===== src/rtl/arb_pkg.sv =====
// Shared types and helpers for the round-robin hold arbiter.
// Width helpers keep the port and counter widths consistent between the top and the selector.
package arb_pkg;

   localparam int MAX_N     = 16;
   localparam int MAX_IDX_W = 4;

   typedef enum logic {
      IDLE = 1'b0,
      BUSY = 1'b1
   } arb_state_t;

   function automatic int idx_width(input int n);
      return (n > 1) ? $clog2(n) : 1;
   endfunction

   // Wide enough to hold MAX_HOLD-1 without wrapping.
   function automatic int cnt_width(input int max_hold);
      return $clog2(max_hold) + 1;
   endfunction

   function automatic logic [MAX_IDX_W-1:0] onehot_to_idx(input logic [MAX_N-1:0] onehot);
      logic [MAX_IDX_W-1:0] idx;
      idx = '0;
      for (int i = 0; i < MAX_N; i++) begin
         if (onehot[i]) idx = idx | MAX_IDX_W'(i);
      end
      return idx;
   endfunction

endpackage


===== src/rtl/rr_priority_select.sv =====
// Combinational round-robin pick: first eligible request at or after ptr, wrapping modulo N.
// Eligible requests are rotated down by ptr, the lowest set bit is isolated, then rotated back.
module rr_priority_select
   import arb_pkg::*;
#(
   parameter  int N  = 4,
   localparam int PW = idx_width(N)
) (
   input  logic [N-1:0]  req,
   input  logic [N-1:0]  mask,
   input  logic [PW-1:0] ptr,
   output logic [N-1:0]  grant,
   output logic          found
);

   logic [N-1:0]   elig;
   logic [2*N-1:0] rot_dbl;
   logic [N-1:0]   rot;
   logic [N-1:0]   pick_rot;
   logic [2*N-1:0] back_dbl;

   always_comb begin
      elig     = req & ~mask;
      rot_dbl  = {elig, elig} >> ptr;
      rot      = rot_dbl[N-1:0];
      pick_rot = rot & (-rot);
      back_dbl = {pick_rot, pick_rot} << ptr;
      grant    = back_dbl[2*N-1:N];
      found    = |rot;
   end

endmodule


===== src/rtl/rr_hold_arbiter.sv =====
// Round-robin arbiter with grant hold: the holder keeps GNT while it requests,
// but is rotated out after MAX_HOLD cycles whenever someone else is waiting.
module rr_hold_arbiter
   import arb_pkg::*;
#(
   parameter  int N        = 4,
   parameter  int MAX_HOLD = 4,
   localparam int IDW      = idx_width(N),
   localparam int HW       = cnt_width(MAX_HOLD)
) (
   input  logic           clk,
   input  logic           rst,
   input  logic [N-1:0]   REQ,
   output logic [N-1:0]   GNT,
   output logic           GNT_VALID,
   output logic [IDW-1:0] GNT_ID
);

   arb_state_t     state, state_n;
   logic [IDW-1:0] ptr, ptr_n;
   logic [HW-1:0]  hold_cnt, hold_n;
   logic [N-1:0]   gnt_n;
   logic [IDW-1:0] next_after_holder;
   logic [N-1:0]   sel_mask;
   logic [IDW-1:0] sel_ptr;
   logic [N-1:0]   sel_gnt;
   logic           sel_found;
   logic           holder_req;

   // While busy the holder is masked and the search starts just past it.
   always_comb begin
      next_after_holder = (GNT_ID == IDW'(N - 1)) ? '0 : GNT_ID + 1'b1;
      sel_mask          = (state == BUSY) ? GNT : '0;
      sel_ptr           = (state == BUSY) ? next_after_holder : ptr;
   end

   rr_priority_select #(.N(N)) u_select (
      .req   (REQ),
      .mask  (sel_mask),
      .ptr   (sel_ptr),
      .grant (sel_gnt),
      .found (sel_found)
   );

   // NOTE: every variable written here is defaulted first, so no path can infer a latch.
   always_comb begin
      state_n    = state;
      ptr_n      = ptr;
      hold_n     = hold_cnt;
      gnt_n      = GNT;
      holder_req = |(REQ & GNT);
      case (state)
         IDLE: begin
            if (sel_found) begin
               gnt_n   = sel_gnt;
               state_n = BUSY;
               hold_n  = '0;
            end
         end
         BUSY: begin
            if (!holder_req) begin
               ptr_n   = next_after_holder;
               hold_n  = '0;
               gnt_n   = sel_gnt;
               state_n = sel_found ? BUSY : IDLE;
            end else if (hold_cnt == HW'(MAX_HOLD - 1)) begin
               hold_n = '0;
               if (sel_found) begin
                  gnt_n = sel_gnt;
                  ptr_n = next_after_holder;
               end
            end else begin
               hold_n = hold_cnt + 1'b1;
            end
         end
         default: state_n = IDLE;
      endcase
   end

   // NOTE: sequential state uses non-blocking assignments only; the combinational blocks above use blocking.
   always_ff @(posedge clk or posedge rst) begin
      if (rst) begin
         state     <= IDLE;
         ptr       <= '0;
         hold_cnt  <= '0;
         GNT       <= '0;
         GNT_VALID <= 1'b0;
         GNT_ID    <= '0;
      end else begin
         state     <= state_n;
         ptr       <= ptr_n;
         hold_cnt  <= hold_n;
         GNT       <= gnt_n;
         GNT_VALID <= |gnt_n;
         GNT_ID    <= IDW'(onehot_to_idx(MAX_N'(gnt_n)));
      end
   end

endmodule


===== config.mk =====
export PLATFORM = sky130hd
export DESIGN_NAME = rr_hold_arbiter
export DESIGN_NICKNAME = d
export VERILOG_FILES = /design/src/rtl/arb_pkg.sv /design/src/rtl/rr_priority_select.sv /design/src/rtl/rr_hold_arbiter.sv
export SDC_FILE = /design/constraint.sdc
export NUM_CORES = 1
export LEC_CHECK = 0
export ABC_CLOCK_PERIOD_IN_PS = 1950
export CORE_MARGIN = 2
export CORE_UTILIZATION = 47
export DETAILED_ROUTE_END_ITERATION = 7
export PLACE_DENSITY = 0.73
export SYNTH_ARGS = -nofsm -noshare
export SYNTH_HDL_FRONTEND = slang
export SYNTH_SLANG_ARGS = --single-unit

===== constraint.sdc =====
create_clock -name clk -period 1.95 [get_ports clk]
set_input_delay 0.2925 -clock clk [delete_from_list [all_inputs] [get_ports clk]]
set_output_delay 0.2925 -clock clk [all_outputs]
set_load 0.005 [all_outputs]

==> impl_metrics.json <==
{
  "rows": 15,
  "drt_wl_total_mm": 2.55,
  "critPathLaunchType": "register",
  "grt_overflow_total": 0,
  "ir_drop_mv": 1.32,
  "ys.flop_type": "dfrtp_1",
  "grt_pass1_wl_mm": 3.98,
  "worst-endpoint-required_ps": 2160,
  "drt.antenna.violating_nets": 0,
  "path_clk_slew_ps": 80,
  "cts_max_level": 1,
  "fillers": 124,
  "status": "finished, violations left",
  "clockRootBuffer": "clkbuf_4",
  "route.detailed.drc": 0,
  "fmax_mhz": 456,
  "use_met2_pct": 44.9,
  "clk_latency_ps": 270,
  "clock_path_buffers": 2,
  "synth_fp_nets": 103,
  "first_global_vias": 885,
  "cap_viol_max_count": 0,
  "grt_max_degree": 14,
  "pre_cts_ws_ps": -298,
  "grt_setup_unrepaired": "yes",
  "worstSetupPathType": "register to register",
  "ctsHoldBuffers": 0,
  "gr-usage-met1_pct": 30.1,
  "final.setup.tns_ps": -648,
  "fp.dieH_um": 47.5,
  "grtUsageTotal_pct": 25.7,
  "drt-wirelength-per-cell_um": 15.5,
  "die_w_um": 47.5,
  "final_common_cell": "buf_4",
  "cts_inserted_buffers": 3,
  "worstSetupEndpointType": "register",
  "viasPerCell": 5.53,
  "ioPinCount": 13,
  "setup-violations-final": 5,
  "clock_skew_ps": 0.574,
  "portBuffers": 12,
  "fin_nets": 148,
  "fin_ws_ps": -244,
  "antenna_found_initial": 0,
  "yosysSeqAreaShare_pct": 36.5,
  "drive_gt1_share_pct": 38.8,
  "worstPathMaxFanout": 4,
  "drt-initial-drc-count": 29,
  "post-route-period-util_pct": 113,
  "start_util_pct": 51.0,
  "area_growth_pct": 53.4,
  "busiest_layer": "met2",
  "synthArstFlopShare_pct": 100,
  "max_slew.worst_pin.slew_ps": 470,
  "cts_tree": "built",
  "relSlewSlack_pct": 68.6,
  "met3_usage_pct": 5.66,
  "ys_types": 40,
  "place.gp.congestion": 0.869,
  "die_area_um2": 2260,
  "syn-cell-area_um2": 891,
  "synth_edf_count": 0,
  "worst_hold_path_type": "primary input to async pin",
  "failed_checks": "setup timing",
  "first_pass_iters": 4,
  "syn_avg_cell_area_um2": 9.38,
  "netlist_instances": 95,
  "hold_viol_final": 0,
  "coreArea_um2": 1750,
  "vias": 907,
  "power_leakage_nw": 0.613,
  "synth-seq-cells": 13,
  "power_density_nw_per_um2": 1950,
  "cts.sinks": 13,
  "cp.arrival_ps": 2410,
  "n_antenna_cell": 0,
  "yosys_warnings": 0,
  "layout_common_cells": "buf_4, dfrtp_1, clkdlybuf4s50_1",
  "min_period_ps": 2190,
  "dpl.hpwl_mm": 1.77,
  "report.final.slew_viol_count": 0
}
==> layer usage <==
metal  wire (um)  vias to the layer above
met2        1270                       26
li1            -                      451
met1        1110                      426
met4          38                        0
met3         130                        4
met5           0                        -
==> sequential cells by signal, summed over array words and instances, names as in the netlist <==
name	count
GNT	4
hold_cnt	3
GNT_ID	2
ptr	2
GNT_VALID	1
state	1
==> worst paths after layout <==
path	slack (ps)	endpoint	startpoint	depth (start not counted)
max reg2reg	-240	GNT_VALID	GNT_ID[1]	8
min in group clk	500	ptr[0]	ptr[0]	2
max in group asynchronous	1280	state	rst	2
min	330	GNT[3]	rst	2
max	-240	GNT_VALID	GNT_ID[1]	8
min reg2reg	500	ptr[0]	ptr[0]	2
==> Yosys cell counts, drive strengths merged, types with 2 or more instances <==
library cell	count	share of area (%)
nor2b	2	1.4
inv	5	2.1
nand4	2	1.4
or3	4	2.8
a21bo	4	6.6
a211o	2	2.0
a211oi	3	3.1
a22o	2	2.0
ha	2	2.8
mux2	2	2.9
a31oi	2	1.4
nand2	9	3.8
o21ai	6	4.2
o31ai	3	2.5
nor3	4	2.8
o22ai	3	2.1
dfrtp	13	37
nor2	6	2.5
a21oi	4	2.2
or2	2	1.4
==> logic make-up after synthesis <==
kind of cell | share of synthesized area [%]
compound gates | 31.9
simple gates | 20.9
flops | 36.5
buf+inv | 3.79
mux | 4.07
fa+ha+maj | 2.81
==> report_power, final <==
part | switching, mW | total, mW | leakage [nW] | internal [mW]
sequential | 0.117 | 0.509 | 0.155 | 0.392
combinational | 0.895 | 1.99 | 0.443 | 1.10
clock | 0.0850 | 0.164 | 0.0150 | 0.0792
total | 1.10 | 2.66 | 0.613 | 1.57
==> area by class of cell <==
type | count | area [um2] | share of cell area (%)
multi-input combinational | 75 | 602 | 44.0
timing repair buffer | 42 | 362 | 26.5
sequential | 13 | 327 | 23.9
tap | 25 | 31.3 | 2.29
clock buffer | 4 | 26.3 | 1.92
inverter | 5 | 18.8 | 1.37
==> critical path, stage by stage (launching register included) <==
cell     delay, ps
dfrtp_1        410
ha_4           260
mux2_4         300
buf_4          140
or3_1          310
a31oi_2        260
o22ai_1        120
a21oi_1        190
or3b_1         140
==> through the flow <==
step	std cells	hold slack (ps)	utilization [%]	cell area [um2]	power [mW]
finish	164	330	78.3	1370	2.66
global route	164	395	78.3	1370	2.84
floorplan	95	169	-	907	1.42
global placement	153	479	69.7	1220	2.04
detailed placement	153	487	69.7	1220	2.09
CTS	163	336	76.4	1330	2.55
==> repair_timing <==
action / CTS / global route
hold endpoints to repair: 0 / 0
buffers inserted: 6 / 1
pin swaps: 11 / 8
gates resized for setup: 9 / 2
cloned: 0 / 0
endpoints found under the setup margin: 6 / 8
Power figures use the tool's default switching activity.
